<file path="config.mk">
export PLATFORM = sky130hd
export DESIGN_NAME = ahbl_to_apb_bridge
export DESIGN_NICKNAME = d
export VERILOG_FILES = /design/src/rtl/ahbl_to_apb_bridge_pkg.sv /design/src/rtl/ahbl_to_apb_bridge.sv
export SDC_FILE = /design/constraint.sdc
export NUM_CORES = 1
export LEC_CHECK = 0
export ABC_AREA = 1
export BUFFER_PORTS_ARGS = -buffer_cell sky130_fd_sc_hd__buf_2
export CAP_MARGIN = 20
export CORE_ASPECT_RATIO = 1.75
export CORE_MARGIN = 8
export CORE_UTILIZATION = 48
export DETAILED_ROUTE_END_ITERATION = 6
export PLACE_DENSITY = 0.95
export SLEW_MARGIN = 30
export SYNTH_ARGS = -nofsm -noshare
export SYNTH_HDL_FRONTEND = slang
export SYNTH_SLANG_ARGS = --single-unit
export TNS_END_PERCENT = 10
</file>
<file path="constraint.sdc">
create_clock -name clk -period 3.5 [get_ports clk]
set_clock_uncertainty 0.2 [all_clocks]
set_input_delay 0.7 -clock clk [delete_from_list [all_inputs] [get_ports clk]]
set_output_delay 0.7 -clock clk [all_outputs]
set_load 0.01 [all_outputs]
</file>
<file path="src/rtl/ahbl_to_apb_bridge_pkg.sv">
// ahbl_to_apb_bridge_pkg: bridge state encoding and AHB HTRANS codes.
package ahbl_to_apb_bridge_pkg;

    typedef enum logic [2:0] {
        ST_IDLE,
        ST_WDATA,
        ST_SETUP,
        ST_ACCESS,
        ST_RESP,
        ST_ERR1,
        ST_ERR2
    } state_e;

    localparam logic [1:0] HTRANS_IDLE   = 2'b00;
    localparam logic [1:0] HTRANS_BUSY   = 2'b01;
    localparam logic [1:0] HTRANS_NONSEQ = 2'b10;
    localparam logic [1:0] HTRANS_SEQ    = 2'b11;

    // NONSEQ and SEQ both have bit 1 set; IDLE and BUSY never start a transfer.
    function automatic logic htrans_active(input logic [1:0] htrans);
        return htrans[1];
    endfunction

endpackage

</file>
<file path="src/rtl/ahbl_to_apb_bridge.sv">
// ahbl_to_apb_bridge: AHB-Lite single-transfer to APB3 bridge, one transfer in flight.
module ahbl_to_apb_bridge
    import ahbl_to_apb_bridge_pkg::*;
#(
    parameter int W_HADDR = 32,
    parameter int W_PADDR = 16,
    parameter int W_DATA  = 32
) (
    input  logic               clk,
    input  logic               rst_n,
    input  logic               ahbls_hready,
    output logic               ahbls_hready_resp,
    output logic               ahbls_hresp,
    input  logic [W_HADDR-1:0] ahbls_haddr,
    input  logic               ahbls_hwrite,
    input  logic [1:0]         ahbls_htrans,
    input  logic [2:0]         ahbls_hsize,
    input  logic [W_DATA-1:0]  ahbls_hwdata,
    output logic [W_DATA-1:0]  ahbls_hrdata,
    output logic [W_PADDR-1:0] apbm_paddr,
    output logic               apbm_psel,
    output logic               apbm_penable,
    output logic               apbm_pwrite,
    output logic [W_DATA-1:0]  apbm_pwdata,
    input  logic [W_DATA-1:0]  apbm_prdata,
    input  logic               apbm_pready,
    input  logic               apbm_pslverr
);

    state_e             state_q, state_d;
    logic               hready_resp_q, hresp_q, psel_q, penable_q, pwrite_q;
    logic [W_PADDR-1:0] paddr_q;
    logic [W_DATA-1:0]  pwdata_q, hrdata_q;
    logic               accept;
    logic               unused;

    // Transfer size is ignored (everything is a full word) and the upper address bits are decoded upstream.
    assign unused = ^{ahbls_hsize, ahbls_haddr[W_HADDR-1:W_PADDR]};

    always_comb begin
        accept  = ahbls_hready && htrans_active(ahbls_htrans) &&
                  (state_q == ST_IDLE || state_q == ST_RESP || state_q == ST_ERR2);
        state_d = ST_IDLE;
        case (state_q)
            ST_IDLE, ST_RESP, ST_ERR2:
                state_d = accept ? (ahbls_hwrite ? ST_WDATA : ST_SETUP) : ST_IDLE;
            ST_WDATA:  state_d = ST_SETUP;
            ST_SETUP:  state_d = ST_ACCESS;
            ST_ACCESS: state_d = apbm_pready ? (apbm_pslverr ? ST_ERR1 : ST_RESP) : ST_ACCESS;
            ST_ERR1:   state_d = ST_ERR2;
            default:   state_d = ST_IDLE;
        endcase
    end

    always_ff @(posedge clk or negedge rst_n) begin
        if (!rst_n) begin
            state_q       <= ST_IDLE;
            hready_resp_q <= 1'b1;
            hresp_q       <= 1'b0;
            psel_q        <= 1'b0;
            penable_q     <= 1'b0;
            pwrite_q      <= 1'b0;
            paddr_q       <= '0;
            pwdata_q      <= '0;
            hrdata_q      <= '0;
        end else begin
            state_q       <= state_d;
            hready_resp_q <= state_d inside {ST_IDLE, ST_RESP, ST_ERR2};
            hresp_q       <= state_d inside {ST_ERR1, ST_ERR2};
            psel_q        <= state_d inside {ST_SETUP, ST_ACCESS};
            penable_q     <= state_d == ST_ACCESS;
            if (accept) begin
                paddr_q  <= ahbls_haddr[W_PADDR-1:0];
                pwrite_q <= ahbls_hwrite;
            end
            if (state_q == ST_WDATA)
                pwdata_q <= ahbls_hwdata;
            if (state_q == ST_ACCESS && apbm_pready && !apbm_pslverr && !pwrite_q)
                hrdata_q <= apbm_prdata;
        end
    end

    assign ahbls_hready_resp = hready_resp_q;
    assign ahbls_hresp       = hresp_q;
    assign ahbls_hrdata      = hrdata_q;
    assign apbm_paddr        = paddr_q;
    assign apbm_psel         = psel_q;
    assign apbm_penable      = penable_q;
    assign apbm_pwrite       = pwrite_q;
    assign apbm_pwdata       = pwdata_q;

endmodule

</file>
==> reports/results.ini <==
[global_route]
initial_antenna_violation_count=0
number_of_global_route_vias_before_repair=3156
grt_ovf=0
grt_max_degree=89
overall_routing_resource_usage=0.182
global_route_wire_length_before_repair_um=14700

[worst_setup_path]
worstSetupEndpointType=flip-flop
critPathRequiredTime_ns=3.51
slowest_stage=sky130_fd_sc_hd__inv_2
timing.critical_path.from_type=flip-flop
timing.critical_path.max_delay_family=simple AND/OR/NAND/NOR gates
cpMostUsedCell=sky130_fd_sc_hd__nand2_2
worst_path_cell_trace=inv_2 > nand2_2 > inv_2 > nand2_2 > nor2_4 > buf_4 > nand2_2 > nand2_1 > nand2_1
regToRegSetupSlack_ns=0.95
reg2regPathDepth=9
crit-reg2reg-capture=ahbls_hrdata[20]
worstPathArrival_ns=2.56
critical-path-max-stage-delay_ns=0.44
critical_path_fanouts_max=34
rr_startpoint=state_q[2]
critical_path_buf_inv_count=3
critical_path_class=reg2reg

[floorplanning]
fp-row-count=41
die_y_um=128
fp.coreArea_um2=7130
chipWidth_um=80.3
floorplan.die_area_um2=10300
floorplan.io_pins=192
initial_core_util=0.487

[power_and_ir_drop]
power_density_nw_per_um2=924
worst_ir_drop_vdd_mv=0.488
p_comb_frac=0.383
total_leakage_power_nw=2.75
internal_power_w=0.00265
share_clk_of_total_power=0.211
p_sw_w=0.00163
switching_share=0.381
finalPower_w=0.00428
seqPwrFrac=0.406

[sta]
setup_total_negative_slack_ns=0
hold-worst-slack_ns=0.219
setup_repair_after_global_routing_missed_its_margin=false
max_slew_margin=0.493
final_period_minus_worst_setup_slack_ns=2.55
max_slew.worst_pin.slew_ns=0.760
final-hold-violation-count=0
setup-violations-final=0
slew_viol_final=0
timing.fmax_ghz=0.392
final.period_utilization=0.729

[logic_synthesis]
seq_area_frac_synth=0.635
ys_ff_latch=88
synth.top_cell.area_share=0.627
synthesis_warnings=0
synth_largest_area_cell=sky130_fd_sc_hd__dfrtp_1
syn_inst=381
yosys-top-cells-area=sky130_fd_sc_hd__dfrtp_1, sky130_fd_sc_hd__nand2_1, sky130_fd_sc_hd__nand3_1, sky130_fd_sc_hd__o21ai_0, sky130_fd_sc_hd__inv_1
synth.net_count=488
number_of_distinct_library_cells_after_synthesis=17
netlist_area_um2=3470
synth_area_per_cell_um2=9.11

[clock_tree]
cts.repair_timing.setup_buffer_count=0
path_clk_slew_ns=0.06
tritoncts=done
cts_buffers=9
cts_resized=0
cts_sinks=88
cts_max_path_buffers=2
cts.htree.levels=3
number_of_buffers_inserted_for_hold_repair_after_clock_tree_synthesis=0
ctsRootBufferMaster=sky130_fd_sc_hd__clkbuf_16
worstSkewPairLatency_ns=0.32

[outcome]
run_status=finished clean

[route]
remaining_drc_errors=0
vias_per_cell=4.84
drt_iter0_drc=157
first_pass_detailed_route_iteration_total=4
route.vias.total=3077
wl_um=9220
ant_nets=0
post_drt_wl_per_cell_um=14.5

[flow_run]
max_cap_violations=0

[placement]
last_weighted_congestion_value_of_the_routability_driven_placer=0.802
place_hpwl_um=6960
numPortBuffers=171

[final_layout]
mostFrequentLayoutCell=sky130_fd_sc_hd__buf_2
diodes=0
final_nets=652
area_overhead_of_the_layout_relative_to_synthesis_pct=33.5
post_route_cells_drive_above_1_share=0.360
mostFrequentLayoutCells=sky130_fd_sc_hd__buf_2, sky130_fd_sc_hd__nand2_1, sky130_fd_sc_hd__dfrtp_1, sky130_fd_sc_hd__nand3_1, sky130_fd_sc_hd__inv_1
finalCoreUtilization=0.650

[hold_path]
timing.hold.worst.class=in2async

==> per-stage QoR <==
stage	cells	instance area (µm²)	setup WS [ns]
after floorplan	381	3470	1.83
after global placement	620	4340	1.09
after detailed placement	620	4340	0.973
after CTS	636	4630	0.967
after global routing	636	4630	0.660
final	636	4630	0.950
==> cell type report <==
cell class	instances	area, µm²
multi-input combinational	248	1070
fill	605	2500
inverter	24	90.1
tap	86	108
timing repair buffer	174	885
clock buffer	12	236
sequential	88	2200
clock inverter	4	45.0
==> Yosys cell counts <==
| master | n |
|---|---|
| sky130_fd_sc_hd__nand4_1 | 2 |
| sky130_fd_sc_hd__nand3_1 | 65 |
| sky130_fd_sc_hd__a21oi_1 | 2 |
| sky130_fd_sc_hd__buf_6 | 3 |
| sky130_fd_sc_hd__inv_2 | 3 |
| sky130_fd_sc_hd__dfstp_2 | 1 |
| sky130_fd_sc_hd__nor2_2 | 1 |
| sky130_fd_sc_hd__nor2_4 | 1 |
| sky130_fd_sc_hd__buf_2 | 7 |
| sky130_fd_sc_hd__o21ai_0 | 17 |
| sky130_fd_sc_hd__nor2_1 | 4 |
| sky130_fd_sc_hd__nand2_2 | 3 |
| sky130_fd_sc_hd__inv_1 | 21 |
| sky130_fd_sc_hd__dfrtp_1 | 87 |
| sky130_fd_sc_hd__buf_4 | 2 |
| sky130_fd_sc_hd__clkbuf_1 | 9 |
| sky130_fd_sc_hd__nand2_1 | 153 |
==> logic make-up after synthesis <==
kind of cell           count (synthesis)  share of synthesized area
DFF                                   88                      0.635
AOI/OAI and AO/OA                     19                     0.0274
and+or+nand+nor                      229                      0.278
buffers and inverters                 45                     0.0599
==> state kept, by name, summed over array words and instances (netlist names) <==
signal and flops:
ahbls_hrdata 32, apbm_pwdata 32, apbm_paddr 16, state_q 3
ahbls_hready_resp 1, ahbls_hresp 1, apbm_penable 1, apbm_psel 1
apbm_pwrite 1
==> how the worst max path moves through the flow <==
stage	slack [ns]	cells after the start	start	to
final	0.95	9	state_q[2]	ahbls_hrdata[20]
after global routing	0.66	9	state_q[2]	ahbls_hrdata[17]
after CTS	0.97	9	state_q[2]	ahbls_hrdata[25]
after detailed placement	0.97	9	state_q[2]	ahbls_hrdata[29]
after global placement	1.09	9	state_q[2]	ahbls_hrdata[7]
after floorplan	1.83	8	apbm_pready	ahbls_hrdata[10]
==> power groups by stage <==
stage	registers [W]	logic, W	clock network [W]
floorplan	0.00196	0.000712	0
global placement	0.00172	0.00160	0
detailed placement	0.00174	0.00168	0
CTS	0.00174	0.00167	0.000926
global route	0.00180	0.00185	0.000962
finish	0.00174	0.00164	0.000904
==> layer usage <==
metal / vias to the layer above / GRT usage / wire (µm)
met4: 0 / 0.0981 / 314
met2: 136 / 0.315 / 4870
met3: 22 / 0.0440 / 711
met1: 1390 / 0.197 / 3320
met5: - / 0 / 0
li1: 1529 / - / -
(Power assumes the default switching activity.)
